===== config.mk =====
export PLATFORM = sky130hd
export DESIGN_NAME = pc_sequencer
export DESIGN_NICKNAME = d
export VERILOG_FILES = /design/src/rtl/pc_sequencer.sv
export SDC_FILE = /design/constraint.sdc
export NUM_CORES = 1
export LEC_CHECK = 0
export ABC_AREA = 1
export CAP_MARGIN = 15
export CORE_MARGIN = 2
export CORE_UTILIZATION = 45
export CTS_BUF_LIST = sky130_fd_sc_hd__clkbuf_8
export DETAILED_ROUTE_END_ITERATION = 10
export PLACE_DENSITY_LB_ADDON = 0.05
export SLEW_MARGIN = 20
export SYNTH_ARGS = -nofsm -noshare
export SYNTH_HDL_FRONTEND = slang
export SYNTH_SLANG_ARGS = --single-unit

===== constraint.sdc =====
create_clock -name clk -period 6.9 [get_ports clk]
set_clock_uncertainty 0.2 [all_clocks]
set_input_delay 1.38 -clock clk [delete_from_list [all_inputs] [get_ports clk]]
set_output_delay 1.38 -clock clk [all_outputs]
set_load 0.1 [all_outputs]

===== src/rtl/pc_sequencer.sv =====
// pc_sequencer: fetch PC register, imem valid/ready request FSM and next-PC selection
// (PC+4, branch, jump, jr). Optional macro PC_MISALIGN_TRAP_EN sends misaligned jr
// targets to EXC_VECTOR; without it, jr targets are aligned down to a word boundary.
module pc_sequencer #(
   parameter logic [31:0] RESET_PC   = 32'h0000_0000,
   parameter logic [31:0] EXC_VECTOR = 32'h0000_0080
) (
   input  logic        clk,
   input  logic        rst,
   output logic [31:0] fetch_pc,
   output logic        fetch_valid,
   input  logic        fetch_ready,
   input  logic        stall,
   input  logic [31:0] id_pc_plus4,
   input  logic        br_taken,
   input  logic [15:0] br_imm,
   input  logic        jump,
   input  logic [25:0] jump_index,
   input  logic        jr,
   input  logic [31:0] jr_target,
   output logic [31:0] pc_plus4,
   output logic        redirect,
   output logic        misalign
);
   typedef enum logic [1:0] {BOOT, RUN, WAIT} state_t;
   state_t      state_q, state_d;
   logic [31:0] pc_q, pc_d;
   logic        valid_q, valid_d, redirect_q, redirect_d, misalign_q, misalign_d;
   logic [31:0] br_target, jump_target, jr_dest;
   logic        jr_bad, redir, accept;
   assign fetch_pc    = pc_q;
   assign fetch_valid = valid_q;
   assign redirect    = redirect_q;
   assign misalign    = misalign_q;
   assign pc_plus4    = pc_q + 32'd4;
`ifdef PC_MISALIGN_TRAP_EN
   assign jr_bad = jr_target[1:0] != 2'b00;
`else
   assign jr_bad = 1'b0;
`endif
   // Redirect targets; jump takes its upper nibble from the decode-stage PC+4
   always_comb begin
      br_target   = id_pc_plus4 + {{14{br_imm[15]}}, br_imm, 2'b00};
      jump_target = {id_pc_plus4[31:28], jump_index, 2'b00};
      jr_dest     = jr_bad ? EXC_VECTOR : (jr_target & 32'hFFFF_FFFC);
   end
   // Next PC and FSM: redirects beat stall and a pending handshake, jr > jump > branch
   always_comb begin
      redir      = jr | jump | br_taken;
      accept     = valid_q & fetch_ready;
      pc_d       = jr ? jr_dest :
                   jump ? jump_target :
                   br_taken ? br_target :
                   (accept && !stall) ? pc_plus4 : pc_q;
      state_d    = (redir || accept || state_q == BOOT) ? RUN : WAIT;
      valid_d    = 1'b1;
      redirect_d = redir;
      misalign_d = jr & jr_bad;
   end
   // State and registered outputs, synchronous reset abandons any pending request
   always_ff @(posedge clk) begin
      if (rst) begin
         state_q    <= BOOT;
         pc_q       <= RESET_PC;
         valid_q    <= 1'b0;
         redirect_q <= 1'b0;
         misalign_q <= 1'b0;
      end else begin
         state_q    <= state_d;
         pc_q       <= pc_d;
         valid_q    <= valid_d;
         redirect_q <= redirect_d;
         misalign_q <= misalign_d;
      end
   end
endmodule


# Word level (Yosys, flattened, before mapping)
# Index checks and enable logic that the tools add are counted.
[classes]
bitwise_logic = 3
reduce_logical = 5
muxes = 5
add_sub_neg = 2
[ops]
columns = ["operator", "n"]
rows = [
  ["32-bit 2-to-1 mux", 4],
  ["32-bit by 3-bit adder with 32-bit output (second input constant)", 1],
  ["32-bit adder", 1],
  ["4-bit nonzero test", 1],
  ["3-bit OR reduction", 1],
  ["1-bit OR", 2],
  ["2-bit nonzero test", 1],
  ["1-bit AND", 1],
  ["1-bit logical AND", 1],
  ["1-bit logical NOT", 1],
  ["1-bit 2-to-1 mux", 1],
]
[totals]
out_inout_bits = 67
reg_bits = 34
in_bits = 113
elab_cells = 19

# Depth between registers and ports, before layout
# Gate-level depths: netlist (run 1).
[logic_depth]
depth_word = 6
ltp_mapped = 16
depth_no_buf = 16

# Least setup slack after synthesis (run 1)
# Ideal clock, no wire load.
[synth_timing]
kind = "flip-flop to output port"
startpoint = "register pc_q[2] (netlist: fetch_pc[2])"
endpoint = "output port pc_plus4[16]"
t_required_ps = 5320
t_arrival_ps = 3462
n_path_buf = 0
setup_slack_ps = 1858
path_stages_with_launch = 6
cell_sequence = "dfxtp_1 > ha_1 > nand2_2 > nor3_4 > nand3_2 > xnor2_1"
[synth_via]
elab_chain_len = 1
[synth_rtl]
columns = ["element", "line_no", "text"]
rows = [
  ["start: declaration", "27", "logic [31:0] pc_q, pc_d;"],
  ["start signal: assignment", "70", "pc_q <= pc_d;"],
  ["32-bit by 3-bit adder with 32-bit output", "35", "assign pc_plus4 = pc_q + 32'd4;"],
  ["end: declaration", "21", "output logic [31:0] pc_plus4,"],
]
# Every way passes these cells.

# Worst setup path in the final report (run 1)
[layout_timing]
startpoint = "register pc_q[2] (netlist: fetch_pc[2])"
endpoint = "output port pc_plus4[20]"
# Same word-level chain as after synthesis.

==> results.ini, run 1 <==
[die]
core_region_area_mm2 = 0.0104
die-height_um = 108
die-width_um = 108
io-pin-count = 180
die_area_mm2 = 0.0116
core.rowCount = 37
start_util = 0.466

[clock_network]
holdBufCountCts = 0
worstSkewPairLatency_ns = 0.29
clock_path_buffers = 2
cts.root.buffer_cell = clkbuf_8
clkSinkCount = 34
post_cts_sizing_count = 0
post_cts.repair.setup_buffers = 0
cts_buffers = 5
tritoncts_clock_tree = yes
clk_pin_slew_worst_paths_ns = 0.07
cts_htree_levels = 2

[timing]
grt_setup_unrepaired = no
timing.final.max_slew_violations = 0
hold_slack_ns = 0.307
post-route-min-period_ns = 4.71
timing.final.crit_share = 0.683
report.final.hold_viol_count = 0
worst_tran_pin_value_ns = 1.05
clock.fmax_mhz = 212
max-slew-margin-rel = 0.297
setup-tns-final_ns = 0
final_setup_vio_count = 0

[synthesis]
yosys.area.top_type = nand2_1
post_synthesis_instance_area_mm2 = 0.00485
synthesis.yosys.warnings = 0
synth-async-reset-ratio = 0
synth_top_flop_cell = dfxtp_1
synth_enable_flop_cells = 0
synth.yosys.seq_area_share = 0.140
post-synth-top-area-fraction = 0.201
netlist_instances = 846
ys_types = 41
synth_area_per_cell_um2 = 5.74
net_count_after_synthesis = 990
post_synth_main_area_contributors = nand2_1 (20%), dfxtp_1 (14%), inv_1 (8.7%)
yosysMostFrequentCell = nand2_1
synth.top_cells.by_count = nand2_1 (260), inv_1 (113), a21oi_1 (73)
ys_seq_elements = 34

[critical_path]
worstPathMaxFanout = 6
endpoint_class_of_the_critical_path = output pin
cp_data_required_time_ns = 5.32
critical_path.cell_chain = ha_1 > nand2_2 > nor3_4 > nand3_2 > nor2_4 > xor2_2 > clkdlybuf4s50_1
slowest_stage_delay_on_critical_path_ns = 1.17
worst_r2r_startpoint = fetch_pc[2]
critical_path.startpoint_type = register
slowest_stage = clkdlybuf4s50_1
timing.critical_path.arrival_ns = 3.13
timing.setup.critical_path_class = reg2out
critPathLaunch = fetch_pc[2]

[routing]
num_vias = 6129
wirelength_mm = 18.0
detail_route.drc_violations = 0
drt-wirelength-per-cell_um = 15.8
drt_iter0_drc = 572
vias_per_cell = 5.37
detailedRoute.firstPassIterationCount = 5
drt.antenna.violating_nets = 0

[status]
outcome = completed

[pwr]
vdd_ir_drop_max_uv = 152
leakagePower_uw = 0.00315
pwr_density_cell_mw_per_mm2 = 160

[grt]
antenna_found_initial = 0
first_global_vias = 5575
grt_first_pass_wirelength_mm = 27.9
global_route.usage.total = 0.306
final_global_route_overflow_total = 0
grt_max_degree = 43

[final_layout]
drive_gt1_frac = 0.0517
antennaDiodeCount = 0
finish.utilization = 0.653
syn2layout_area_growth_pct = 40.1
final-instance-count-excl-fill = 1142
layout.filler_cells = 1056
design_area_mm2 = 0.00680
final_net_count = 1149

[place]
dp_hpwl_mm = 14.4
post_dp_cell_area_mm2 = 0.00669
portBuffers = 176
dpl.cell_count = 1134
gp_congestion = 0.922

[min_path]
hp-class = reg2reg

[flow_run]
max_cap_viol_count = 0

## flip-flops by register name (all words and copies together) (netlist names), named ones only
name and flops:
fetch_pc 30, fetch_valid 1, redirect 1
## critical path, delay by kind of cell (launching register included)
family                   cells  cell delay [ns]
adder cells (fa/ha/maj)      1             0.29
AND/OR/NAND/NOR              4             0.71
buffers and inverters        1             1.17
XOR/XNOR                     1             0.20
flip-flops                   1             0.47
## kinds of logic (layout without fill, tap and decap cells)
kind of cell | Yosys count | in the layout | synth area share
compound gates | 166 | 166 | 0.198
simple gates | 438 | 438 | 0.401
fa+ha+maj | 31 | 31 | 0.0814
xor+xnor | 33 | 33 | 0.0626
buf+inv | 143 | 303 | 0.116
flops | 34 | 34 | 0.140
other cells | 1 | 1 | 0.000772
## per-layer routing
metal	track usage	routed length, um	vias to the layer above
li1	-	-	3086
met5	0	0	-
met3	0.0527	1650	34
met4	0.0916	505	0
met1	0.430	8000	2720
met2	0.476	7840	289
## final timing paths
path	end	slack (ns)	cells past startpoint
setup / recovery	pc_plus4[20]	2.19	7
hold / removal	register	0.31	2
setup reg to reg	fetch_pc[30]	4.45	14
hold reg to reg	register	0.31	2
## final cells by class
class	count	area [um2]	share of cell area
Clock inverter	3	37.5	0.00552
Timing Repair Buffer	180	1790	0.264
Inverter	115	432	0.0635
Clock buffer	5	68.8	0.0101
Multi-Input combinational cell	669	3620	0.532
Tap cell	136	170	0.0250
Sequential cell	34	681	0.100
## power breakdown
part	total (uW)	switching (uW)	internal, uW
Clock	184	78.7	105
Combinational	666	459	207
Sequential	239	26.3	213
## per-stage QoR
| step | power (uW) | setup WS [ns] |
|---|---|---|
| 4_1_cts | 1090 | 2.23 |
| 2_1_floorplan | 702 | 1.86 |
| 3_3_place_gp | 902 | 2.42 |
| 6_report | 1090 | 2.19 |
| 5_1_grt | 1150 | 2.09 |
| 3_5_place_dp | 904 | 2.44 |
## layout by cell type, fill, tap and decap left out, types with 2 or more instances in the layout
cell | Yosys | routed
xor2_2 | 2 | 2
o21ai_1 | 4 | 3
nor3_1 | 11 | 11
nor3_2 | 4 | 4
and2_1 | 3 | 3
a221oi_1 | 14 | 14
nor3_4 | 3 | 3
o21bai_1 | 7 | 7
nand3_1 | 55 | 55
nand3_2 | 3 | 3
nor2_2 | 8 | 9
xor2_1 | 20 | 20
o21ai_0 | 44 | 44
nand4_1 | 5 | 5
clkbuf_8 | 0 | 5
a21oi_1 | 73 | 73
nor2_1 | 57 | 56
o221ai_1 | 2 | 2
a21o_1 | 3 | 3
clkdlybuf4s50_1 | 0 | 176
dfxtp_1 | 34 | 34
nand2_1 | 260 | 260
nand3b_1 | 10 | 10
o211ai_1 | 10 | 10
inv_1 | 113 | 115
nand2_2 | 4 | 4
a211oi_1 | 3 | 3
buf_4 | 5 | 4
or2_2 | 11 | 11
a31oi_1 | 3 | 3
inv_2 | 2 | 2
ha_1 | 30 | 30
nor2_4 | 3 | 3
xnor2_1 | 11 | 11
No activity file was read; power rests on OpenSTA's default activity.
==> run 2: changes to the inputs <==
--- a/config.mk
+++ b/config.mk
@@ -8,7 +8,7 @@
 export ABC_AREA = 1
 export CAP_MARGIN = 15
 export CORE_MARGIN = 2
-export CORE_UTILIZATION = 45
+export CORE_UTILIZATION = 42
 export CTS_BUF_LIST = sky130_fd_sc_hd__clkbuf_8
 export DETAILED_ROUTE_END_ITERATION = 10
 export PLACE_DENSITY_LB_ADDON = 0.05
==> constraint.sdc (replaced) <==
create_clock -name clk -period 4 [get_ports clk]
set_clock_uncertainty 0.2 [all_clocks]
set_input_delay 0.8 -clock clk [delete_from_list [all_inputs] [get_ports clk]]
set_output_delay 0.8 -clock clk [all_outputs]
set_load 0.1 [all_outputs]
==> run 2 against run 1 <==
Effect of this change:
- die area rose by 6.9%
- clock power rose by 75%
- sequential share of layout area barely moved
- critical path depth did not move
- via count fell by 1.9%
- worst hold slack got worse by 0.012 ns
- routed wire length fell by 1.2%
- global-route usage fell by 2.2 points
- worst setup slack got worse by 1.5 ns
- power rose by 72%
- clock-buffer cell count did not move
- register-to-register slack got worse by 2.9 ns
- critical path type unchanged
- highest routed layer unchanged
==> results.ini, run 2 (synthesis results as in run 1) <==
[routing]
drt-wirelength-per-cell_um = 15.4
drt_iter0_drc = 441
drt.antenna.violating_nets = 0
detailedRoute.firstPassIterationCount = 5
vias_per_cell = 5.21
detail_route.drc_violations = 0
num_vias = 6013
wirelength_mm = 17.8

[clock_network]
cts_htree_levels = 2
tritoncts_clock_tree = yes
worstSkewPairLatency_ns = 0.29
cts.root.buffer_cell = clkbuf_8
post_cts_sizing_count = 0
clkSinkCount = 34
holdBufCountCts = 0
clock_path_buffers = 2
cts_buffers = 5
clk_pin_slew_worst_paths_ns = 0.07
post_cts.repair.setup_buffers = 0

[die]
core_region_area_mm2 = 0.0114
core.rowCount = 39
start_util = 0.427
io-pin-count = 180
die-height_um = 112
die-width_um = 112
die_area_mm2 = 0.0124

[place]
dp_hpwl_mm = 14.8
portBuffers = 176
post_dp_cell_area_mm2 = 0.00673
gp_congestion = 0.929

[min_path]
hp-class = reg2reg
hold-path-cell-count = 2

[grt]
antenna_found_initial = 0
groute.layer.met2.usage = 0.446
global_route.usage.total = 0.284
grt_first_pass_wirelength_mm = 28.7
met3_usage = 0.0572
grt_max_degree = 38
grt.busiest_layer = met2
first_global_vias = 5695
final_global_route_overflow_total = 0
gr-usage-met1 = 0.392

[critical_path]
timing.critical_path.max_delay_family = simple AND/OR/NAND/NOR gates
critical_path.startpoint_type = register
worstPathMaxFanout = 5
timing.critical_path.arrival_ns = 2.34
critical_path_cell_count = 7
worst-path-buf-inv = 1
cp_common_cell = nand2_1
worst-r2r-setup-slack_ns = 1.57
timing.rr.end = fetch_pc[30]
cp_data_required_time_ns = 3.00
slowest_stage_delay_on_critical_path_ns = 0.55
worst_r2r_startpoint = fetch_pc[2]
critical_path.cell_chain = nand2_1 > nor2_2 > nand2_1 > nor4_1 > nand3_1 > nand2_1 > buf_4
endpoint_class_of_the_critical_path = output pin
reg2reg_depth = 14
slowest_stage = nor4_1
timing.setup.critical_path_class = reg2out

[final_layout]
drive_gt1_frac = 0.0929
layout.cells.most_common_list = nand2_1 (260), clkdlybuf4s50_1 (147), inv_1 (115)
antennaDiodeCount = 0
layout_commonest_cell = nand2_1
final_net_count = 1155
layout.filler_cells = 1215
design_area_mm2 = 0.00683
number_of_flip_flops_under_the_largest_register_name = 30
syn2layout_area_growth_pct = 40.7

[timing]
timing.final.crit_share = 0.835
max-slew-margin-rel = 0.309
report.final.hold_viol_count = 0
grt_setup_unrepaired = no
final_setup_vio_count = 0
post-route-min-period_ns = 3.34
worst_tran_pin_value_ns = 1.03
clock.fmax_mhz = 299
timing.final.max_slew_violations = 0
setup-tns-final_ns = 0

[pwr]
vdd_ir_drop_max_uv = 220
leakagePower_uw = 0.00324
pwr_density_cell_mw_per_mm2 = 275

[flow_run]
max_cap_viol_count = 0

[status]
outcome = completed

-- run 2: cell types whose count changed in the layout (fill, tap and decap cells not counted) --
cell,delta
xor2_1,-6
buf_4,+35
xnor2_2,+1
xor2_2,+6
clkdlybuf4s50_1,-29
xnor2_1,-1
-- run 2: how the worst max path moves through the flow --
| stage | endpoint | from | slack, ns |
|---|---|---|---|
| finish | pc_plus4[31] | fetch_pc[16] | 0.66 |
| global placement | fetch_pc[28] | br_imm[15] | 0.53 |
| CTS | pc_plus4[31] | fetch_pc[16] | 0.72 |
| detailed placement | fetch_pc[27] | br_imm[15] | 0.51 |
| global route | pc_plus4[31] | fetch_pc[16] | 0.48 |
| floorplan | pc_plus4[20] | fetch_pc[2] | 0.13 |
-- run 2: cell type report --
type / count / area (um2) / area share
Clock buffer: 5 / 68.8 / 0.0101
Clock inverter: 3 / 37.5 / 0.00549
Inverter: 115 / 432 / 0.0632
Multi-Input combinational cell: 669 / 3670 / 0.537
Sequential cell: 34 / 681 / 0.0996
Tap cell: 143 / 179 / 0.0262
Timing Repair Buffer: 186 / 1760 / 0.258
-- run 2: through the flow --
stage	hold slack, ns	worst slack [ns]	utilization	power [uW]	std cells
final	0.294	0.660	0.601	1880	1155
after global routing	0.331	0.480	0.601	1980	1155
after CTS	0.299	0.722	0.601	1880	1155
after detailed placement	0.283	0.511	0.592	1560	1147
after global placement	0.280	0.526	0.592	1560	1147
after floorplan	0.719	0.127	-	1220	846
-- run 2: tightest hold or removal path: stages (launching register included) --
cell and delay (ns):
dfxtp_1 0.33, nand2_1 0.07, a211oi_1 0.06
-- run 2: metal layers --
layer,vias up,part of all wire
met5,-,0
met1,2634,0.46
met3,35,0.079
met4,0,0.030
met2,248,0.43
li1,3096,-
-- run 2: power by group --
group / leakage (uW) / switching (uW) / internal (uW)
Clock: 0.0000607 / 141 / 182
Combinational: 0.00289 / 789 / 353
Sequential: 0.000283 / 43.7 / 367
==> run 3: changes to the inputs <==
--- a/config.mk
+++ b/config.mk
@@ -8,7 +8,7 @@
 export ABC_AREA = 1
 export CAP_MARGIN = 15
 export CORE_MARGIN = 2
-export CORE_UTILIZATION = 42
+export CORE_UTILIZATION = 45
 export CTS_BUF_LIST = sky130_fd_sc_hd__clkbuf_8
 export DETAILED_ROUTE_END_ITERATION = 10
 export PLACE_DENSITY_LB_ADDON = 0.05
==> constraint.sdc (replaced) <==
create_clock -name clk -period 3.31 [get_ports clk]
set_clock_uncertainty 0.2 [all_clocks]
set_input_delay 0.662 -clock clk [delete_from_list [all_inputs] [get_ports clk]]
set_output_delay 0.662 -clock clk [all_outputs]
set_load 0.1 [all_outputs]
==> run 3 against run 2 <==
Effect of this change:
- clock-buffer cell count is the same
- via count grew 2.3%
- power grew 24%
- first-iteration DRC count grew 1.4%
- largest cell class unchanged
- core utilization grew 7.7 points
- largest power group unchanged
- die area shrank 6.4%
- worst setup slack lost 0.40 ns
- critical endpoint is now pc_plus4[18]
==> results.ini, run 3 (synthesis results as in run 1) <==
[timing]
report.final.hold_viol_count = 0
final_setup_vio_count = 0
clock.fmax_mhz = 328
max-slew-margin-rel = 0.603
grt_setup_unrepaired = no
timing.final.crit_share = 0.921
timing.final.max_slew_violations = 0
post-route-min-period_ns = 3.05
hold_slack_ns = 0.294
worst_tran_pin_value_ns = 0.594

[final_layout]
number_of_flip_flops_under_the_largest_register_name = 30
layout_commonest_cell = nand2_1
layout.cells.most_common_list = nand2_1 (260), inv_1 (115), clkdlybuf4s50_1 (110)
syn2layout_area_growth_pct = 45.4
drive_gt1_frac = 0.154
final_net_count = 1160
final-instance-count-excl-fill = 1153
antennaDiodeCount = 0

[place]
dp_hpwl_mm = 15.0
portBuffers = 176
dpl.cell_count = 1145
gp_congestion = 0.941

[clock_network]
clkSinkCount = 34
clock_path_buffers = 2
cts_htree_levels = 2
post_cts.repair.setup_buffers = 0
post_cts_sizing_count = 0
worstSkewPairLatency_ns = 0.29
tritoncts_clock_tree = yes
cts.root.buffer_cell = clkbuf_8
cts_buffers = 5
holdBufCountCts = 0
clk_pin_slew_worst_paths_ns = 0.08

[grt]
grt_first_pass_wirelength_mm = 28.6
antenna_found_initial = 0
final_global_route_overflow_total = 0
first_global_vias = 5631
global_route.usage.total = 0.316
grt_max_degree = 38

[pwr]
pwr_density_cell_mw_per_mm2 = 329
leakagePower_uw = 0.00339
vdd_ir_drop_max_uv = 276

[status]
outcome = completed

[die]
io-pin-count = 180
die_area_mm2 = 0.0116
start_util = 0.466
die-height_um = 108
core.rowCount = 37
die-width_um = 108
core_region_area_mm2 = 0.0104

[critical_path]
endpoint_class_of_the_critical_path = output pin
critical_path.startpoint_type = register
timing.setup.critical_path_class = reg2out
cp_data_required_time_ns = 2.45
worstPathMaxFanout = 6
timing.critical_path.arrival_ns = 2.19

[flow_run]
max_cap_viol_count = 0

[routing]
num_vias = 6149
wirelength_mm = 18.2
drt.antenna.violating_nets = 0
drt-wirelength-per-cell_um = 15.8
detailedRoute.firstPassIterationCount = 5
detail_route.drc_violations = 0
drt_iter0_drc = 447
vias_per_cell = 5.33

[min_path]
hp-class = reg2reg

==> run 3: cell types whose count changed in the layout (fill, tap and decap cells not counted), moves of 6 or more <==
cell	before	now
dfxtp_1	34	14
clkdlybuf4s50_1	147	110
dfxtp_2	0	20
buf_12	0	13
xor2_2	8	2
buf_4	39	68
xor2_4	0	7
==> run 3: cell type report <==
| cell class | instances | area, um2 |
|---|---|---|
| fillers | 995 | 3360 |
| inverters | 115 | 432 |
| clock buffers | 5 | 68.8 |
| multi-input cells | 669 | 3770 |
| repair buffers | 191 | 1870 |
| clock inverters | 3 | 37.5 |
| well taps | 136 | 170 |
| flip-flops and latches | 34 | 706 |
==> run 3: metrics by stage <==
| stage | total power (uW) | TNS, ns | utilization | instance area [um2] | setup slack, ns |
|---|---|---|---|---|---|
| after floorplan | 1490 | -0.0171 | - | 5040 | -0.0171 |
| after global routing | 2450 | 0 | 0.678 | 7060 | 0.119 |
| after CTS | 2320 | 0 | 0.678 | 7060 | 0.273 |
| after global placement | 1930 | 0 | 0.668 | 6950 | 0.108 |
| final | 2320 | 0 | 0.678 | 7060 | 0.262 |
| after detailed placement | 1940 | 0 | 0.668 | 6950 | 0.0833 |
==> run 3: per-layer routing <==
metal,GRT usage,vias up,share of wire
li1,-,3102,-
met1,0.435,2768,0.45
met2,0.513,259,0.45
met3,0.0569,20,0.081
met4,0.0678,0,0.019
met5,0,-,0
==> run 3: final timing paths <==
check              startpoint           end  slack, ns  depth (start not counted)
setup / recovery  fetch_pc[2]  pc_plus4[18]       0.26                          8
hold / removal       register      register       0.29                          2
setup reg to reg  fetch_pc[7]  fetch_pc[29]       0.98                         13
hold reg to reg      register      register       0.29                          2
==> run 3: report_power, final <==
| part | switching (uW) | internal (uW) | total, uW |
|---|---|---|---|
| logic | 971 | 460 | 1430 |
| clock network | 162 | 219 | 382 |
| registers | 60.8 | 449 | 510 |
==> run 3: critical path, cell delays in order, from the launching register on <==
cell and delay, ns:
dfxtp_2 0.39, ha_1 0.24, nand2_2 0.11, nor3_4 0.25, nand3_2 0.25, nor2_1 0.18
xor2_1 0.20, inv_1 0.10, buf_12 0.17
==> RTL change: new RTL, flow settings as in run 1 <==
Build with the macro `PC_MISALIGN_TRAP_EN` defined.
--- a/src/rtl/pc_sequencer.sv
+++ b/src/rtl/pc_sequencer.sv
@@ -2,4 +2,6 @@
 // (PC+4, branch, jump, jr). Optional macro PC_MISALIGN_TRAP_EN sends misaligned jr
 // targets to EXC_VECTOR; without it, jr targets are aligned down to a word boundary.
+`define PC_MISALIGN_TRAP_EN
+
 module pc_sequencer #(
    parameter logic [31:0] RESET_PC   = 32'h0000_0000,
Behaviour: not the same (a bounded check fails within 4 cycles, from zero or initial values and one cycle with rst high).
==> RTL change against run 1 <==
Area after synthesis fell by 0.28%; sequential cell count rose by 1; routed wire length rose by 1.7%; worst hold slack improved by 0.00094 ns; total power fell by 2.0%; cell area rose by 0.37%; utilization rose by 0.53 points; sequential power rose by 2%; critical path depth did not move; worst setup slack got worse by 0.038 ns; highest routed layer unchanged.
==> RTL change: results (changes against run 1) <==
Final HPWL DP 14610 um (+1.7%); Syn Nets 986 (-0.40%); Min Hold Slack 0.3075 ns (+0.0009350 ns); CP Capture Point pc_plus4[18]; DR WL/cell 15.98 um (+1.4%); worst ir drop on vdd 0.0001181 V (-22%); post-synthesis adder-cell area fraction 8.167% (+0.023 points); worst reg2reg path depth 11 (-3); slew of the pin with the lowest slew margin 1.027 ns (-0.02346 ns); post-layout net count 1152 (+0.26%); status finished, final reports clean; gpl congestion 0.9875 (+7.1%); switching power 536.6 uW (-4.9%); Gate power share 58.2% (-3.0 points); max reg flops 32 (+6.7%); commonest cells in the netlist nand2_1 (263), inv_1 (112), nand3_1 (69); first-pass GRT wire length 28780 um (+3.2%); dominant cells by area after synthesis nand2_1 (20%), dfxtp_1 (14%), inv_1 (8.7%), ha_1 (7.8%), nand3_1 (7.1%); Area after DPL 6701 um2 (+0.17%); # port buffers 179 (+1.7%); Starting DRT DRC Count 523 (-8.6%); crit path DAT 3.17 ns (+0.04 ns); register area share after synthesis 14.47% (+0.45 points); most area-hungry cell type in the Yosys netlist nand2_1; Pleak 3.150 nW (-0.11%); largest net degree at the start of global routing 34 (-21%); vias in the first global route 5662 (+1.6%); Post-Syn Instances 842 (-0.47%); Post-Layout Cell Count 1145 (+0.26%); R2R setup slack 4.63 ns (+0.18 ns); clock share of power 19.1% (+2.2 points); Tot GR Track Use 31.23% (+0.64 points)
[RTL change: routing by layer]
metal	routed length [um]	global-route usage (%)
met1	8046	42.38
met4	256	5.952
met3	1551	4.358
met5	0	0
met2	8443	52.88
[RTL change: layout make-up]
cell class              count  area (um2)
flip-flops and latches     35       700.7
well taps                 136       170.2
clock buffers               6       82.58
inverters                 117       439.2
clock inverters             2       35.03
repair buffers            182        1814
multi-input cells         667        3582
fillers                  1021        3546
[RTL change: cell families (layout without fill, tap and decap cells)]
kind of cell | after synthesis | after routing
DFF | 35 | 35
buffers and inverters | 140 | 307
adders and majority gates | 31 | 31
AOI/OAI and AO/OA | 154 | 154
and+or+nand+nor | 454 | 454
xor gates and xnor gates | 28 | 28
[RTL change: per-stage QoR]
stage | setup WS, ns | power, mW
final | 2.151 | 1.067
after global routing | 2.006 | 1.117
after CTS | 2.139 | 1.061
after detailed placement | 2.496 | 0.8611
after global placement | 2.502 | 0.8605
after floorplan | 1.983 | 0.6668
